`src/rtl/draw_pkg.sv`:
```
// Shared defaults and FSM state encoding for the draw sequencer.
package draw_pkg;

  localparam int DEF_SCREEN_W = 320;
  localparam int DEF_SCREEN_H = 240;
  localparam int DEF_X_W      = 9;
  localparam int DEF_Y_W      = 8;
  localparam int DEF_COL_W    = 3;

  typedef enum logic [2:0] {
    ST_IDLE       = 3'd0,
    ST_CLEAR      = 3'd1,
    ST_WAIT_FRAME = 3'd2,
    ST_SCAN       = 3'd3,
    ST_SERVE      = 3'd4
  } state_e;

endpackage

```
`src/rtl/screen_sweep.sv`:
```
// Raster counter: x runs 0..SCREEN_W-1 inside y 0..SCREEN_H-1, advancing
// one position per enabled cycle and wrapping to (0,0) after the last pixel.
module screen_sweep
  import draw_pkg::*;
#(
  parameter int X_W      = DEF_X_W,
  parameter int Y_W      = DEF_Y_W,
  parameter int SCREEN_W = DEF_SCREEN_W,
  parameter int SCREEN_H = DEF_SCREEN_H
) (
  input  logic           clk,
  input  logic           reset,
  input  logic           en_i,
  output logic [X_W-1:0] x_o,
  output logic [Y_W-1:0] y_o,
  output logic           last_o
);

  localparam logic [X_W-1:0] X_MAX = X_W'(SCREEN_W - 1);
  localparam logic [Y_W-1:0] Y_MAX = Y_W'(SCREEN_H - 1);

  logic [X_W-1:0] x_q, x_d;
  logic [Y_W-1:0] y_q, y_d;
  logic           x_wrap;

  // Next raster position; y only moves when x wraps.
  always_comb begin
    x_d    = x_q;
    y_d    = y_q;
    x_wrap = (x_q == X_MAX);
    if (en_i) begin
      if (x_wrap) begin
        x_d = '0;
        y_d = (y_q == Y_MAX) ? '0 : y_q + Y_W'(1);
      end else begin
        x_d = x_q + X_W'(1);
      end
    end
  end

  // Counter registers.
  always_ff @(posedge clk) begin
    if (reset) begin
      x_q <= '0;
      y_q <= '0;
    end else begin
      x_q <= x_d;
      y_q <= y_d;
    end
  end

  assign x_o    = x_q;
  assign y_o    = y_q;
  assign last_o = (x_q == X_MAX) && (y_q == Y_MAX);

endmodule

```
`src/rtl/draw_sequencer.sv`:
```
// Frame-buffer write sequencer: clears the screen, then on every frame tick
// walks the sprite channels in index order, granting each requesting channel
// exclusive use of the registered write port until it signals done.
//
// Channel handshake: ch_grant[i] is high while channel i owns the port; a
// granted channel's ch_plot marks a valid pixel (written one cycle later) and
// ch_done marks its last cycle of ownership (that cycle's pixel is still
// written). Ungranted channels' ch_plot/ch_done are ignored.
module draw_sequencer
  import draw_pkg::*;
#(
  parameter int NUM_CH       = 4,
  parameter int X_W          = DEF_X_W,
  parameter int Y_W          = DEF_Y_W,
  parameter int COL_W        = DEF_COL_W,
  parameter int SCREEN_W     = DEF_SCREEN_W,
  parameter int SCREEN_H     = DEF_SCREEN_H,
  parameter int CLEAR_COLOUR = 0
) (
  input  logic                    clk,
  input  logic                    reset,
  input  logic                    start,
  input  logic                    clear_req,
  input  logic                    frame_tick,
  input  logic [NUM_CH-1:0]       ch_req,
  input  logic [NUM_CH*X_W-1:0]   ch_x,
  input  logic [NUM_CH*Y_W-1:0]   ch_y,
  input  logic [NUM_CH*COL_W-1:0] ch_colour,
  input  logic [NUM_CH-1:0]       ch_plot,
  input  logic [NUM_CH-1:0]       ch_done,
  output logic [NUM_CH-1:0]       ch_grant,
  output logic [X_W-1:0]          x,
  output logic [Y_W-1:0]          y,
  output logic [COL_W-1:0]        colour,
  output logic                    plot,
  output logic                    busy,
  output logic                    overrun,
  output logic [2:0]              dbg_state
);

  localparam int               IDX_W    = (NUM_CH > 1) ? $clog2(NUM_CH) : 1;
  localparam logic [IDX_W-1:0] LAST_IDX = IDX_W'(NUM_CH - 1);
  localparam logic [COL_W-1:0] CLR_COL  = COL_W'(CLEAR_COLOUR);

  state_e           state_q, state_d;
  logic [IDX_W-1:0] idx_q, idx_d;
  logic [X_W-1:0]   x_q, x_d;
  logic [Y_W-1:0]   y_q, y_d;
  logic [COL_W-1:0] colour_q, colour_d;
  logic             plot_q, plot_d;
  logic             overrun_q, overrun_d;

  logic             sweep_en;
  logic             sweep_last;
  logic [X_W-1:0]   sweep_x;
  logic [Y_W-1:0]   sweep_y;

  logic             sel_req, sel_plot, sel_done;
  logic [X_W-1:0]   sel_x;
  logic [Y_W-1:0]   sel_y;
  logic [COL_W-1:0] sel_col;

  screen_sweep #(
    .X_W      (X_W),
    .Y_W      (Y_W),
    .SCREEN_W (SCREEN_W),
    .SCREEN_H (SCREEN_H)
  ) u_sweep (
    .clk    (clk),
    .reset  (reset),
    .en_i   (sweep_en),
    .x_o    (sweep_x),
    .y_o    (sweep_y),
    .last_o (sweep_last)
  );

  // Select the channel at the current scan index.
  always_comb begin
    sel_req  = 1'b0;
    sel_plot = 1'b0;
    sel_done = 1'b0;
    sel_x    = '0;
    sel_y    = '0;
    sel_col  = '0;
    for (int i = 0; i < NUM_CH; i++) begin
      if (idx_q == IDX_W'(i)) begin
        sel_req  = ch_req[i];
        sel_plot = ch_plot[i];
        sel_done = ch_done[i];
        sel_x    = ch_x[i*X_W +: X_W];
        sel_y    = ch_y[i*Y_W +: Y_W];
        sel_col  = ch_colour[i*COL_W +: COL_W];
      end
    end
  end

  // Next-state and write-port logic; plot defaults low, coordinates hold.
  always_comb begin
    state_d   = state_q;
    idx_d     = idx_q;
    x_d       = x_q;
    y_d       = y_q;
    colour_d  = colour_q;
    plot_d    = 1'b0;
    overrun_d = overrun_q;
    sweep_en  = 1'b0;
    case (state_q)
      ST_IDLE: begin
        if (start) state_d = ST_CLEAR;
      end
      ST_CLEAR: begin
        sweep_en = 1'b1;
        plot_d   = 1'b1;
        x_d      = sweep_x;
        y_d      = sweep_y;
        colour_d = CLR_COL;
        if (frame_tick) overrun_d = 1'b1;
        if (sweep_last) state_d = ST_WAIT_FRAME;
      end
      ST_WAIT_FRAME: begin
        if (clear_req) begin
          state_d = ST_CLEAR;
        end else if (frame_tick) begin
          state_d = ST_SCAN;
          idx_d   = '0;
        end
      end
      ST_SCAN: begin
        if (frame_tick) overrun_d = 1'b1;
        if (sel_req) begin
          state_d = ST_SERVE;
        end else if (idx_q == LAST_IDX) begin
          state_d = ST_WAIT_FRAME;
          idx_d   = '0;
        end else begin
          idx_d = idx_q + IDX_W'(1);
        end
      end
      ST_SERVE: begin
        if (frame_tick) overrun_d = 1'b1;
        plot_d = sel_plot;
        if (sel_plot) begin
          x_d      = sel_x;
          y_d      = sel_y;
          colour_d = sel_col;
        end
        if (sel_done) begin
          if (idx_q == LAST_IDX) begin
            state_d = ST_WAIT_FRAME;
            idx_d   = '0;
          end else begin
            state_d = ST_SCAN;
            idx_d   = idx_q + IDX_W'(1);
          end
        end
      end
      default: state_d = ST_IDLE;
    endcase
  end

  // Grant is one-hot on the scan index, and only while serving.
  always_comb begin
    ch_grant = '0;
    if (state_q == ST_SERVE) begin
      for (int i = 0; i < NUM_CH; i++) begin
        ch_grant[i] = (idx_q == IDX_W'(i));
      end
    end
  end

  // State and registered write-port outputs.
  always_ff @(posedge clk) begin
    if (reset) begin
      state_q   <= ST_IDLE;
      idx_q     <= '0;
      x_q       <= '0;
      y_q       <= '0;
      colour_q  <= '0;
      plot_q    <= 1'b0;
      overrun_q <= 1'b0;
    end else begin
      state_q   <= state_d;
      idx_q     <= idx_d;
      x_q       <= x_d;
      y_q       <= y_d;
      colour_q  <= colour_d;
      plot_q    <= plot_d;
      overrun_q <= overrun_d;
    end
  end

  assign x         = x_q;
  assign y         = y_q;
  assign colour    = colour_q;
  assign plot      = plot_q;
  assign overrun   = overrun_q;
  assign busy      = (state_q != ST_IDLE) && (state_q != ST_WAIT_FRAME);
  assign dbg_state = state_q;

endmodule

```
`config.mk`:
```
export PLATFORM = sky130hd
export DESIGN_NAME = draw_sequencer
export DESIGN_NICKNAME = d
export VERILOG_FILES = /design/src/rtl/draw_pkg.sv /design/src/rtl/screen_sweep.sv /design/src/rtl/draw_sequencer.sv
export SDC_FILE = /design/constraint.sdc
export NUM_CORES = 1
export LEC_CHECK = 0
export CAP_MARGIN = 20
export CORE_MARGIN = 1
export CORE_UTILIZATION = 39
export DETAILED_ROUTE_END_ITERATION = 7
export PLACE_DENSITY = 0.78
export SETUP_SLACK_MARGIN = 0.02
export SLEW_MARGIN = 20
export SYNTH_ARGS = -nofsm -noshare
export SYNTH_HDL_FRONTEND = slang
export SYNTH_SLANG_ARGS = --single-unit
```
`constraint.sdc`:
```
create_clock -name clk -period 2.1 [get_ports clk]
set_input_delay 0.42 -clock clk [delete_from_list [all_inputs] [get_ports clk]]
set_output_delay 0.42 -clock clk [all_outputs]
set_load 0.005 [all_outputs]
```
======== Word-level counts from Yosys, hierarchy flattened ========
Index checks and enable logic that the tools add are counted.
cells by class
  equal/unequal tests ..................... 19
  add/sub/neg operators ................... 3
  reductions and logical operators ........ 13
  muxes and demuxes ....................... 50
operators with widths
  operator                                                         number
  9-bit two-way mux                                                6
  8-bit two-way mux                                                6
  3-bit two-way mux                                                12
  9-bit case mux with 2 select lines                               1
  8-bit case mux with 2 select lines                               1
  3-bit case mux with 5 select lines                               1
  1-bit two-way mux                                                14
  2-bit != test, second input constant                             7
  2-bit two-way mux                                                5
  5-bit AND reduction                                              2
  9-bit by 1-bit adder with 9-bit output, second input constant    1
  9-bit == test, second input constant                             1
  8-bit by 1-bit adder with 8-bit output, second input constant    1
  8-bit == test, second input constant                             1
  3-bit by 2-bit == test with 1-bit output, second input constant  2
  3-bit != test, second input constant                             2
  2-bit case mux with 3 select lines                               1
  3-bit case mux with 2 select lines                               1
  2-bit AND reduction                                              3
  3-bit nonzero test                                               2
  2-bit == test, second input constant                             2
  4-bit two-way mux                                                1
  3-bit by 1-bit == test with 1-bit output, second input constant  1
  3-bit == test, second input constant                             1
  9 further kinds                                                  10
word-level totals
  input port bits ......................... 97
  output and inout bits ................... 30
  logic and storage cells ................. 94
  register bits after elaboration ......... 44

======== Logic depth before layout (Yosys ltp) ========
  word-level depth ........................ 7
  mapped depth ............................ 9
  mapped depth without buffers ............ 7

======== Cells and area by module ========
A second synthesis with hierarchy kept.
unflattened totals
  cells, all modules ...................... 380
  area, all modules ....................... 2977.9 um^2
modules (own cells, without submodules)
  module          area an instance (um^2)  seq. area each (um^2)  cells an instance  instances
  draw_sequencer  2133.3                   540.5                  282                1
  screen_sweep    844.6                    340.3                  98                 1

======== Worst setup path before layout ========
OpenSTA, ideal clock, no wires.
  path kind ............................... register to register
  start point ............................. register state_q[0] (netlist: dbg_state[0])
  end point ............................... register colour_q[1] (netlist: colour[1])
  period minus slack after synthesis ...... 1.965 ns
  data required time ...................... 1.969 ns
  library setup time ...................... 0.131 ns
  path slack .............................. 0.135 ns
  path buffers ............................ 2
  arrival time ............................ 1.834 ns
  cell stages (with the launch flop) ...... 8
  path through ............................ dfxtp_1 buf_4 or3b_1 a211o_1 o21ai_1 clkbuf_1 o311a_1 nor3_1
on the way
  longest elaborated chain between the ends .. 3
  elaborated cells between the ends (all ways) .. 6
  classes of those cells .................. 3 x eq/ne; 1 x mux; 2 x reduce/logical
RTL lines
  element                                                                           RTL line               RTL
  from (decl)                                                                       draw_sequencer.sv:45   state_e state_q, state_d;
  from (signal assigned)                                                            draw_sequencer.sv:182  state_q <= state_d;
  3-bit == test / 3-bit by 1-bit == test with 1-bit output (equally long branches)  draw_sequencer.sv:107  case (state_q)
  2-bit != test (no source line) / 2-bit nonzero test (equally long branches)       -
  2-bit AND reduction (no source line)                                              -
  to (signal assigned)                                                              draw_sequencer.sv:186  colour_q <= colour_d;
  to (decl)                                                                         draw_sequencer.sv:49   logic [COL_W-1:0] colour_q, colour_d;
Several ways; a longest one is shown, not always the timed one.
A chain may end at the register's enable or synchronous reset.

======== Worst setup path after layout ========
  start point ............................. register state_q[2] (netlist: dbg_state[2])
  end point ............................... output port ch_grant[1]
on the way
  longest elaborated chain between the ends .. 2
RTL lines
  element            RTL line               RTL
  3-bit == test      draw_sequencer.sv:164  if (state_q == ST_SERVE) begin
  4-bit two-way mux  draw_sequencer.sv:164
  to (decl)          draw_sequencer.sv:31   output logic [NUM_CH-1:0] ch_grant,
Every way passes these cells.

==> reports/results.tsv <==
metric	value	unit
Syn Std Cell Area	0.002893	mm^2
DR vias/cell	5.492	
crit share post-route	98.03	%
Synth top area share	30.45	%
Int Power	1.771	mW
crit path from	dbg_state[2]	
syn_nets	475	
Slew Viols, Final	0	
antenna-violating nets left	0	
reg2reg path depth	9	
Req. time, crit path	1.68	ns
Seq/Total Area, Yosys	30.45	%
Netlist cell types	49	
gr usage total	24.48	%
Post-synth top cells	52 x nand2_1, 44 x dfxtp_1, 31 x a21oi_1	
# rows	31	
TritonCTS clock tree	done	
DR vias	3350	
DRC errors left	0	
H-tree Lvls	2	
Crit Path Class	reg2out	
Slew @ Worst Pin	0.3375	ns
R2R Path Start	idx_q[1]	
CTS Hold Buffers Added	0	
TritonCTS Buffers	5	
run status	complete, no violations	
first-pass GRT wire length	14840	um
CTS clk-pin slew, worst paths	0.08	ns
hold crit path type	reg2reg	
worst reg2reg endpoint	idx_q[0]	
number of synthesized register bits	44	
smallest setup slack after layout	0.04131	ns
die extent in y	88.13	um
number of synthesized flops with an enable pin	0	
Switching Share	30.22	%
top_reg_cell synth	dfxtp_1	
fill count	611	
Total Power	2.538	mW
Post-Route Utilization	64.01	%
grt ovf	0	
wirelength, routed	9542	um
register share of total power	36.8	%
P_sw	0.7668	mW
Post-synth ARST share	0	%
antenna diode count	0	
Syn Inst Count	372	
worst skew pair latency	0.30	ns
Layout area overhead	59.65	%
largest net degree at the start of global routing	31	
P_leak	1.679	nW
Critical Path End Type	primary output	
Avg Cell Area, Syn	7.776	um^2
Comb pwr share	37.7	%
Pwr Density	549.5	mW/mm^2
final setup vio count	0	
die footprint	0.007766	mm^2
CP Capture Point	ch_grant[1]	
Initial Util	40.10	%
VDD IR max	358.6	uV
share of cells above drive strength 1	12.33	%
RD Place Congestion	0.9380	
Max Cap Viol	0	
Clock power frac	25.5	%
die width	88.13	um
reg2reg setup slack	0.14	ns
Top Ports	127	
port bufs	126	
clock tree sinks	44	
Worst setup SP type	flop	
worst-case clock buffer depth	2	
Root Driver	clkbuf_8	
min Tclk post-route	2.059	ns
top cells by area, synth	dfxtp_1 30%, nand2_1 6.7%, a221oi_1 6.4%, a21oi_1 5.4%, nand3b_1 5.2%	
vias in the first global route	3088	
Routed wire per std cell	15.64	um
Place WS	0.03039	ns
Final Skew	0.006210	ns
top-count cell post-synth	nand2_1	
initial antenna violation count	0	
router iterations before antenna repair	4	
post-DP HPWL	7031	um
worst-path fanout max	5	
Yosys warning count	0	
fmax	485.7	MHz
Final Hold Viols	0	
area leader, netlist	dfxtp_1	
core area	0.007214	mm^2
CP arrival	1.64	ns
Slew HR	77.50	%
Nets	613	
Iter 0 DRT Violations	205	
stage by stage:
stage	hold slack [ns]	area, um^2	cells	TNS [ns]
after floorplan	0.4604	2893	372	0
after global placement	0.4612	4365	591	0
after detailed placement	0.4702	4365	591	0
after CTS	0.4866	4578	606	0
after global routing	0.5044	4618	610	-0.01354
final	0.4868	4618	610	0
worst max-delay path, cell delays in order, from the launching register on:
cell and delay (ns):
dfxtp_2 0.36, nor3b_4 0.23, buf_6 0.14, and2_1 0.12, clkdlybuf4s50_1 0.49
sequential cells by signal, summed over array words and instances, names as in the netlist:
signal	flops
colour	3
plot	1
idx_q	2
dbg_state	3
overrun	1
x	9
u_sweep.y_o	8
u_sweep.x_o	9
y	8
cells by family (layout without fill, tap and decap cells):
kind of cell	Yosys count	in the layout	synth area share, %
buf+inv	39	178	5.709
simple gates	172	172	32.27
fa+ha+maj	6	6	2.595
xor+xnor	12	12	3.633
mux	4	4	1.384
compound gates	95	95	23.96
flops	44	44	30.45
cell usage in the layout (no fill, tap or decap), types with 6 or more instances in the layout:
cell type / count
nor2b_1: 21
buf_4: 33
o21ai_0: 8
nand2_1: 52
dfxtp_1: 39
nand3b_1: 20
clkdlybuf4s50_1: 123
nor3_1: 19
and2_1: 6
a21oi_1: 31
inv_1: 6
nor2_1: 20
o221ai_1: 17
a221oi_1: 20
xor2_1: 11
layer usage:
layer | global-route usage (%) | vias to the layer above | wire length, um
met5 | 0 | - | 0
met4 | 7.185 | 0 | 99
met1 | 31.46 | 1553 | 3961
met3 | 5.184 | 10 | 921
li1 | - | 1636 | -
met2 | 41.30 | 151 | 4560
worst min-delay path by stage:
stage            start  endpoint  slack (ns)  depth (start not counted)
2_1_floorplan  overrun   overrun        0.46                          2
3_3_place_gp   overrun   overrun        0.46                          2
3_5_place_dp   overrun   overrun        0.47                          2
4_1_cts           x[0]      x[0]        0.49                          2
5_1_grt           y[6]      y[6]        0.50                          2
6_report          x[0]      x[0]        0.49                          2
final cells by class:
class                   count  area (um^2)  share of cell area [%]
clock inverters             2        35.03                  0.7586
well taps                  99        123.9                   2.682
inverters                   8        30.03                  0.6502
clock buffers               6        72.57                   1.571
repair buffers            162         1560                   33.78
multi-input cells         289         1904                   41.24
flip-flops and latches     44        892.1                   19.32
power by group through the flow:
stage | Combinational [mW] | Clock, mW | Sequential [mW]
after detailed placement | 0.938 | 0 | 0.945
final | 0.956 | 0.647 | 0.934
after CTS | 0.951 | 0.654 | 0.932
after global placement | 0.921 | 0 | 0.942
after global routing | 1.04 | 0.693 | 0.940
after floorplan | 0.478 | 0 | 0.937
repair_timing:
item                       CTS  global route
resized for setup           17             3
cloned                       0             0
setup buffers                7             4
hold endpoints to repair     0             0
pin swaps                    0             1
setup endpoints to repair    5             7
Note: power is estimated with default switching activity, not from simulation.
